==> src/rtl/polar_to_rect_pkg.sv <==
// Shared constants for the polar_to_rect CORDIC rotator: arctangent table,
// gain compensation factor and binary-angle format constants.
package polar_to_rect_pkg;

    localparam int ITER_MAX = 14;
    localparam int K_Q10    = 622;

    localparam logic [15:0] ANG_PI      = 16'd32768;
    localparam logic [15:0] ANG_HALF_PI = 16'd16384;

    // round(atan(2^-i) * 32768 / pi), binary-angle units
    localparam logic [15:0] ATAN [ITER_MAX] = '{
        16'd8192, 16'd4836, 16'd2555, 16'd1297, 16'd651, 16'd326, 16'd163,
        16'd81,   16'd41,   16'd20,   16'd10,   16'd5,   16'd3,   16'd1
    };

endpackage

==> src/rtl/polar_to_rect_rot_stage.sv <==
// One registered CORDIC micro-rotation (rotation mode): steers z toward zero
// by +/-ATAN[STAGE] while rotating (x, y) by the matching shift-add step.
module cordic_rot_stage
    import polar_to_rect_pkg::*;
#(
    parameter int STAGE = 0,
    parameter int IW    = 16
) (
    input  logic                 clk,
    input  logic                 rst,
    input  logic                 val_i,
    input  logic signed [IW-1:0] x_i,
    input  logic signed [IW-1:0] y_i,
    input  logic signed [15:0]   z_i,
    output logic                 val_o,
    output logic signed [IW-1:0] x_o,
    output logic signed [IW-1:0] y_o,
    output logic signed [15:0]   z_o
);

    localparam logic signed [15:0] ANGLE = signed'(ATAN[STAGE]);

    logic signed [IW-1:0] x_sh;
    logic signed [IW-1:0] y_sh;

    assign x_sh = x_i >>> STAGE;
    assign y_sh = y_i >>> STAGE;

    always_ff @(posedge clk or posedge rst) begin
        if (rst) begin
            val_o <= 1'b0;
            x_o   <= '0;
            y_o   <= '0;
            z_o   <= '0;
        end else begin
            val_o <= val_i;
            if (!z_i[15]) begin
                x_o <= x_i - y_sh;
                y_o <= y_i + x_sh;
                z_o <= z_i - ANGLE;
            end else begin
                x_o <= x_i + y_sh;
                y_o <= y_i - x_sh;
                z_o <= z_i + ANGLE;
            end
        end
    end

endmodule

==> src/rtl/polar_to_rect.sv <==
// Pipelined CORDIC polar-to-rectangular converter (magnitude/binary angle -> I/Q).
// Define POLAR_TO_RECT_SAT_EN for a symmetric [-127,127] output clamp; otherwise outputs wrap.
module polar_to_rect
    import polar_to_rect_pkg::*;
#(
    parameter int ITER = 12,
    parameter int IW   = 16,
    parameter int FRAC = 6
) (
    input  logic              clk,
    input  logic              rst,
    input  logic              val_i,
    input  logic [7:0]        abs_i,
    input  logic [15:0]       angle_i,
    output logic              val_o,
    output logic signed [7:0] real_o,
    output logic signed [7:0] imag_o
);

    // Valid-only stream, no ready: a sample is taken on every clk edge with
    // val_i=1, and val_o marks each result exactly ITER+3 cycles later.

    localparam logic signed [IW+10:0] K_GAIN   = (IW+11)'(K_Q10);
    localparam logic signed [IW-1:0]  RND_HALF = IW'(1 << (FRAC - 1));

    logic signed [IW-1:0] xs [0:ITER];
    logic signed [IW-1:0] ys [0:ITER];
    logic signed [15:0]   zs [0:ITER];
    logic                 vs [0:ITER];

    // Pre-rotation folds |angle| >= pi/2 into the CORDIC convergence range.
    logic              half_turn;
    logic [IW-1:0]     mag_ext;
    logic signed [IW-1:0] x_p;
    logic signed [15:0]   z_p;
    logic                 v_p;

    assign half_turn = angle_i[15] ^ angle_i[14];
    assign mag_ext   = IW'(abs_i) << FRAC;

    always_ff @(posedge clk or posedge rst) begin
        if (rst) begin
            v_p <= 1'b0;
            x_p <= '0;
            z_p <= '0;
        end else begin
            v_p <= val_i;
            x_p <= half_turn ? -signed'(mag_ext) : signed'(mag_ext);
            z_p <= half_turn ? signed'(angle_i + ANG_PI) : signed'(angle_i);
        end
    end

    assign xs[0] = x_p;
    assign ys[0] = '0;
    assign zs[0] = z_p;
    assign vs[0] = v_p;

    for (genvar k = 0; k < ITER; k++) begin : g_stage
        cordic_rot_stage #(.STAGE(k), .IW(IW)) u_stage (
            .clk   (clk),
            .rst   (rst),
            .val_i (vs[k]),
            .x_i   (xs[k]),
            .y_i   (ys[k]),
            .z_i   (zs[k]),
            .val_o (vs[k+1]),
            .x_o   (xs[k+1]),
            .y_o   (ys[k+1]),
            .z_o   (zs[k+1])
        );
    end

    // Gain compensation: multiply by 1/K ~= 622/1024.
    logic signed [IW+10:0] x_ext, y_ext, x_prod, y_prod;
    logic signed [IW-1:0]  x_g, y_g;
    logic                  v_g;

    assign x_ext  = {{11{xs[ITER][IW-1]}}, xs[ITER]};
    assign y_ext  = {{11{ys[ITER][IW-1]}}, ys[ITER]};
    assign x_prod = x_ext * K_GAIN;
    assign y_prod = y_ext * K_GAIN;

    always_ff @(posedge clk or posedge rst) begin
        if (rst) begin
            v_g <= 1'b0;
            x_g <= '0;
            y_g <= '0;
        end else begin
            v_g <= vs[ITER];
            x_g <= IW'(x_prod >>> 10);
            y_g <= IW'(y_prod >>> 10);
        end
    end

    logic signed [IW-1:0] x_rnd, y_rnd;
    logic signed [7:0]    re_lim, im_lim;

    assign x_rnd = (x_g + RND_HALF) >>> FRAC;
    assign y_rnd = (y_g + RND_HALF) >>> FRAC;

    always_comb begin
        re_lim = x_rnd[7:0];
        im_lim = y_rnd[7:0];
`ifdef POLAR_TO_RECT_SAT_EN
        if (x_rnd > IW'(127))       re_lim = 8'sd127;
        else if (x_rnd < -IW'(127)) re_lim = -8'sd127;
        if (y_rnd > IW'(127))       im_lim = 8'sd127;
        else if (y_rnd < -IW'(127)) im_lim = -8'sd127;
`endif
    end

    logic unused_bits;
`ifdef POLAR_TO_RECT_SAT_EN
    assign unused_bits = ^zs[ITER];
`else
    assign unused_bits = ^{zs[ITER], x_rnd[IW-1:8], y_rnd[IW-1:8]};
`endif

    // Only the output register is gated so results hold across gaps.
    always_ff @(posedge clk or posedge rst) begin
        if (rst) begin
            val_o  <= 1'b0;
            real_o <= '0;
            imag_o <= '0;
        end else begin
            val_o <= v_g;
            if (v_g) begin
                real_o <= re_lim;
                imag_o <= im_lim;
            end
        end
    end

endmodule

==> config.mk <==
export PLATFORM = sky130hd
export DESIGN_NAME = polar_to_rect
export DESIGN_NICKNAME = d
export VERILOG_FILES = /design/src/rtl/polar_to_rect_pkg.sv /design/src/rtl/polar_to_rect_rot_stage.sv /design/src/rtl/polar_to_rect.sv
export SDC_FILE = /design/constraint.sdc
export NUM_CORES = 2
export LEC_CHECK = 0
export CAP_MARGIN = 0
export CORE_MARGIN = 8
export CORE_UTILIZATION = 42
export CTS_BUF_LIST = sky130_fd_sc_hd__clkbuf_2 sky130_fd_sc_hd__clkbuf_4 sky130_fd_sc_hd__clkbuf_8
export CTS_CLUSTER_SIZE = 14
export DETAILED_ROUTE_END_ITERATION = 7
export DONT_BUFFER_PORTS = 1
export GPL_ROUTABILITY_DRIVEN = 0
export SYNTH_ARGS = -nofsm -noshare
export SYNTH_HDL_FRONTEND = slang
export SYNTH_SLANG_ARGS = --single-unit
==> constraint.sdc <==
create_clock -name clk -period 57.2 [get_ports clk]
set_input_delay 11.44 -clock clk [delete_from_list [all_inputs] [get_ports clk]]
set_output_delay 11.44 -clock clk [all_outputs]
set_load 0.005 [all_outputs]
Word-level counts from Yosys, hierarchy flattened
Cells that the tools add are included.
{"block": "word_totals", "in_bits": 27, "output_inout_bits": 17, "ff_bits": 651, "wordCells": 166}
{"block": "op_classes", "add_sub_neg": 71, "mul": 2, "bitwise": 1, "mux": 36}
{"op": "$mux 16", "count": 36}
{"op": "$mul 16x10->23 const B", "count": 2}
{"op": "$add 16x10->16", "count": 2}
{"op": "$add 16x11->16", "count": 2}
{"op": "$add 16x12->16", "count": 2}
{"op": "$add 16x13->16", "count": 2}
{"op": "$add 16x14->16", "count": 2}
{"op": "$add 16x15->16", "count": 2}
{"op": "$add 16x5->16", "count": 2}
{"op": "$add 16x6->16", "count": 2}
{"op": "$add 16x7->16", "count": 2}
{"op": "$add 16x8->16", "count": 2}
{"op": "$add 16x9->16", "count": 2}
{"op": "$sub 16x10->16", "count": 2}
{"op": "$sub 16x11->16", "count": 2}
{"op": "$sub 16x12->16", "count": 2}
{"op": "$sub 16x13->16", "count": 2}
{"op": "$sub 16x14->16", "count": 2}
{"op": "$sub 16x15->16", "count": 2}
{"op": "$sub 16x5->16", "count": 2}
{"op": "$sub 16x6->16", "count": 2}
{"op": "$sub 16x7->16", "count": 2}
{"op": "$sub 16x8->16", "count": 2}
{"op": "$sub 16x9->16", "count": 2}
{"op": "27 further kinds", "count": 28}

Depth between registers and ports, before layout
{"block": "depth", "word_depth": 2, "ltp_mapped": 18, "ltp_nobuf": 18}

Hierarchy
A second synthesis with hierarchy kept.
{"block": "unflattened", "hier_cells": 5585, "hier_area_um2": 52771.9}
{"mod": "polar_to_rect", "n_inst": 1, "seq_area_each_um2": 1576.5, "area_per_inst_um2": 7790.0, "cells_each": 785}
{"mod": "cordic_rot_stage (g_stage[2].u_stage)", "n_inst": 1, "seq_area_each_um2": 1226.2, "area_per_inst_um2": 3882.5, "cells_each": 415}
{"mod": "cordic_rot_stage (g_stage[5].u_stage)", "n_inst": 1, "seq_area_each_um2": 1226.2, "area_per_inst_um2": 3857.4, "cells_each": 415}
{"mod": "cordic_rot_stage (g_stage[4].u_stage)", "n_inst": 1, "seq_area_each_um2": 1226.2, "area_per_inst_um2": 3843.7, "cells_each": 409}
{"mod": "cordic_rot_stage (g_stage[3].u_stage)", "n_inst": 1, "seq_area_each_um2": 1226.2, "area_per_inst_um2": 3802.4, "cells_each": 403}
{"mod": "cordic_rot_stage (g_stage[6].u_stage)", "n_inst": 1, "seq_area_each_um2": 1226.2, "area_per_inst_um2": 3789.9, "cells_each": 397}
{"mod": "cordic_rot_stage (g_stage[10].u_stage)", "n_inst": 1, "seq_area_each_um2": 1226.2, "area_per_inst_um2": 3733.6, "cells_each": 391}
{"mod": "cordic_rot_stage (g_stage[11].u_stage)", "n_inst": 1, "seq_area_each_um2": 1226.2, "area_per_inst_um2": 3731.1, "cells_each": 397}
{"mod": "cordic_rot_stage (g_stage[1].u_stage)", "n_inst": 1, "seq_area_each_um2": 1226.2, "area_per_inst_um2": 3719.8, "cells_each": 394}
{"mod": "cordic_rot_stage (g_stage[8].u_stage)", "n_inst": 1, "seq_area_each_um2": 1226.2, "area_per_inst_um2": 3703.6, "cells_each": 400}
{"mod": "cordic_rot_stage (g_stage[7].u_stage)", "n_inst": 1, "seq_area_each_um2": 1226.2, "area_per_inst_um2": 3699.8, "cells_each": 392}
{"mod": "cordic_rot_stage (g_stage[9].u_stage)", "n_inst": 1, "seq_area_each_um2": 1226.2, "area_per_inst_um2": 3632.2, "cells_each": 392}
{"mod": "cordic_rot_stage (g_stage[0].u_stage)", "n_inst": 1, "seq_area_each_um2": 1201.2, "area_per_inst_um2": 3585.9, "cells_each": 395}

Worst setup path after synthesis
OpenSTA, ideal clock, no wires.
{"block": "synth_path", "kind": "input to register", "startpoint": "input port angle_i[14]", "endpoint": "register x_p[13]", "arrival_time_ns": 12.308, "cell_stages": 4, "required_ns": 57.069, "path_slack_ns": 44.761, "setup_ns": 0.131, "path_buffers": 0, "path_cell_list": "xnor2_1 -> a31o_2 -> o21ai_0 -> xor2_1"}
{"block": "synth_via", "elab_chain_cells": 2}
{"element": "from (decl)", "line": "polar_to_rect.sv:14", "rtl": "input logic [15:0] angle_i,"}
{"element": "$xor 1x1->1", "line": "polar_to_rect.sv:38", "rtl": "assign half_turn = angle_i[15] ^ angle_i[14];"}
{"element": "$mux 16", "line": "polar_to_rect.sv:48", "rtl": "x_p <= half_turn ? -signed'(mag_ext) : signed'(mag_ext);"}
{"element": "to (signal assigned)", "line": "polar_to_rect.sv:48"}
{"element": "to (decl)", "line": "polar_to_rect.sv:34", "rtl": "logic signed [IW-1:0] x_p;"}
Every way passes these cells.
A chain may end at the register's enable or synchronous reset.

==> summary.txt <==
Unique masters post-synth = 77
Resized Gates After CTS = 0
Die Width = 339 um
Max_cap viols = 0
Async SR Flop Fraction = 1.00
TritonCTS clock tree = yes
GRT Overall Usage = 0.153
Final hold vios = 0
Worst min-delay path class = register to register
DRC Markers = 0
Syn. warnings = 0
Mean number of vias per cell = 5.12
CP dominant cell by count = buf_4
Worst setup path category = input port to async pin
Io pins = 44
Root Buffer = clkbuf_8
RSZ-0062 raised after global routing = false
Pins Over Slew Limit = 0
Final #Nets = 5320
CTS Buf Count = 102
Slew Limit Headroom = 0.309
Skew final = 0.0310 ns
Row count = 118
Status = finished, final reports clean
Grt ovf = 0
Critical path's top delay family = buffers and inverters
Post-synth EDFFs = 0
Hpwl dp = 69900 um
Largest net degree at the start of global routing = 176
First-pass GRT wire length = 151000 um
Netlist Area Pre-Place = 43800 um2
CP Data Required Time = 57.88 ns
CP peak stage delay = 0.75 ns
Antenna viol nets, final = 0
Post-CTS Setup Inserts = 0
CP Capture Type = async pin
Share of cells above drive strength 1 = 0.0548
Pre-CTS setup slack = 42.47 ns
Worst setup margin = 43.37 ns
Cts hold-fix bufs = 0
Number of DRC markers in iteration 0 = 1107
Mean post-synth cell area = 9.81 um2
Worst Path Max Fanout = 175
Syn nets = 5246
Final Util = 0.462
Final number of setup-violating endpoints = 0
Area delta synth->final = 9.17%
Initial antenna violation count = 1
Final period utilization = 0.242
Die area = 115000 um2
CP Buf/Inv Count = 4
H-tree levels = 3
Reg2Reg Setup Slack = 52.02 ns
Vias = 30700
Main flop type after synthesis = dfrtp_1
Clk_lat worst skew = 0.73 ns
Register bit total from synthesis = 586
Core footprint = 103000 um2
Cell Chain, Critical Path = inv_8 -> buf_4 -> buf_4 -> buf_12
Initial Utilization = 0.424
Clk slew on worst S/H paths = 0.05 ns
Post-synthesis sequential area ratio = 0.335
# clock sinks = 586
Clock Tree Buf Depth = 3
Syn Inst Count = 4469
Critical Path Start Type = input port
Crit-path slowest cell = buf_4
Fillers = 9782
Fin crit period = 13.83 ns
I/O Buffers = 0
Die Y = 339 um
Drt total wl = 87700 um
Drt wl/cell = 14.6 um
DR pass1 iterations = 5
Worst-Margin Slew = 1.04 ns
Fmax = 72.3 MHz
Setup tns final = 0 ns
Crit path DAT = 14.51 ns
Vias in the first global route = 31700
[cells in the mapped netlist (all sizes together), types with 51 or more instances]
| master | number | share of area |
|---|---|---|
| o21a | 60 | 0.010 |
| nor2 | 318 | 0.027 |
| xor2 | 211 | 0.042 |
| fa | 143 | 0.065 |
| nor2b | 69 | 0.0098 |
| xnor2 | 387 | 0.077 |
| a21oi | 409 | 0.047 |
| o21ai | 180 | 0.021 |
| a21o | 150 | 0.026 |
| o21bai | 51 | 0.0087 |
| ha | 607 | 0.17 |
| inv | 493 | 0.042 |
| nand3 | 54 | 0.0062 |
| dfrtp | 586 | 0.33 |
| nand2 | 139 | 0.012 |
| nor3 | 114 | 0.013 |
[metal layers]
| layer | global-route usage | routed length, um |
|---|---|---|
| met1 | 0.180 | 38000 |
| met2 | 0.283 | 44400 |
| met3 | 0.0235 | 2790 |
| met4 | 0.0499 | 2520 |
| met5 | 0 | 0 |
[through the flow]
stage	hold WS, ns	instances	cell area (um2)
floorplan	0.331	4469	43800
global placement	0.334	5819	45500
detailed placement	0.335	5819	45500
CTS	0.339	5999	47900
global route	0.350	6001	47900
finish	0.336	6001	47900
[kinds of logic (layout without fill, tap and decap cells)]
kind of cell             count (synthesis)  count (layout)  synth area share
AO/OA/AOI/OAI                         1079            1079             0.155
adder cells (fa/ha/maj)                750             750             0.239
buffers and inverters                  540             690            0.0464
other                                    0               2                 0
XOR/XNOR                               598             598             0.119
flip-flops                             586             586             0.335
multiplexers                            47              47            0.0114
AND/OR/NAND/NOR                        869             869            0.0945
[state kept, by name (all words and copies together) (netlist names)]
signal,cells
g_stage.u_stage.val_o,12
g_stage.u_stage.x_o,178
g_stage.u_stage.y_o,174
g_stage.u_stage.z_o,159
imag_o,8
real_o,8
v_g,1
v_p,1
val_o,1
x_g,9
x_p,10
y_g,9
z_p,16
[worst reg2reg max path: cells and delay by family (launching register included)]
kind	cells	cell delay, ns
fa+ha+maj	6	2.68
compound gates	3	1.00
simple gates	3	0.64
flops	1	0.44
buf+inv	4	0.20
xor+xnor	1	0.11
[path summary, 6_finish.rpt]
kind / cells past startpoint / to / startpoint
worst max-delay path: 4 / g_stage[0].u_stage.val_o$_DFF_PP0_ / rst
worst min-delay path: 0 / g_stage[3].u_stage.val_o$_DFF_PP0_ / g_stage[2].u_stage.val_o$_DFF_PP0_
worst max register to register: 17 / y_g[13]$_DFF_PP0_ / g_stage[11].u_stage.y_o[10]$_DFF_PP0_
worst min register to register: 0 / g_stage[3].u_stage.val_o$_DFF_PP0_ / g_stage[2].u_stage.val_o$_DFF_PP0_
max in group clk: 0 / real_o[7] / real_o[7]$_DFFE_PP0P_
min in group asynchronous: 1 / g_stage[2].u_stage.z_o[6]$_DFF_PP0_ / rst
[final cells by class]
type                       count  area (um2)  share of cell area
inverter                     495        1870              0.0390
tap                         1380        1730              0.0361
clock inverter                30         419             0.00876
clock buffer                 150        1910              0.0400
sequential                   586       14700               0.306
antenna                        2        5.00            0.000105
multi-input combinational   3343       27100               0.567
timing repair buffer          15         125             0.00261
[cells in the final DEF (no fill, tap or decap), drive strengths merged, types with 9 or more instances in the layout]
master and n:
inv 498, and3 26, ha 607, o41ai 17, clkinv 18, o21a 60
o21bai 51, xnor2 387, o31ai 16, dfrtp 586, clkbuf 150, a211oi 42
a21o 150, nand2b 50, fa 143, o31a 9, a21boi 10, nor3b 11
nor2b 69, mux2 23, a21oi 409, buf 15, nor3 114, nand3 54
or3 10, a211o 10, nor4 18, a31oi 45, mux2i 24, nand2 139
nor2 318, o21ai 180, xor2 211, and2 11, a31o 9, nand4 21
Power is left out: the tool's default activity adds up to more than one toggle a clock period on the data nets, which glitch-free logic cannot reach.
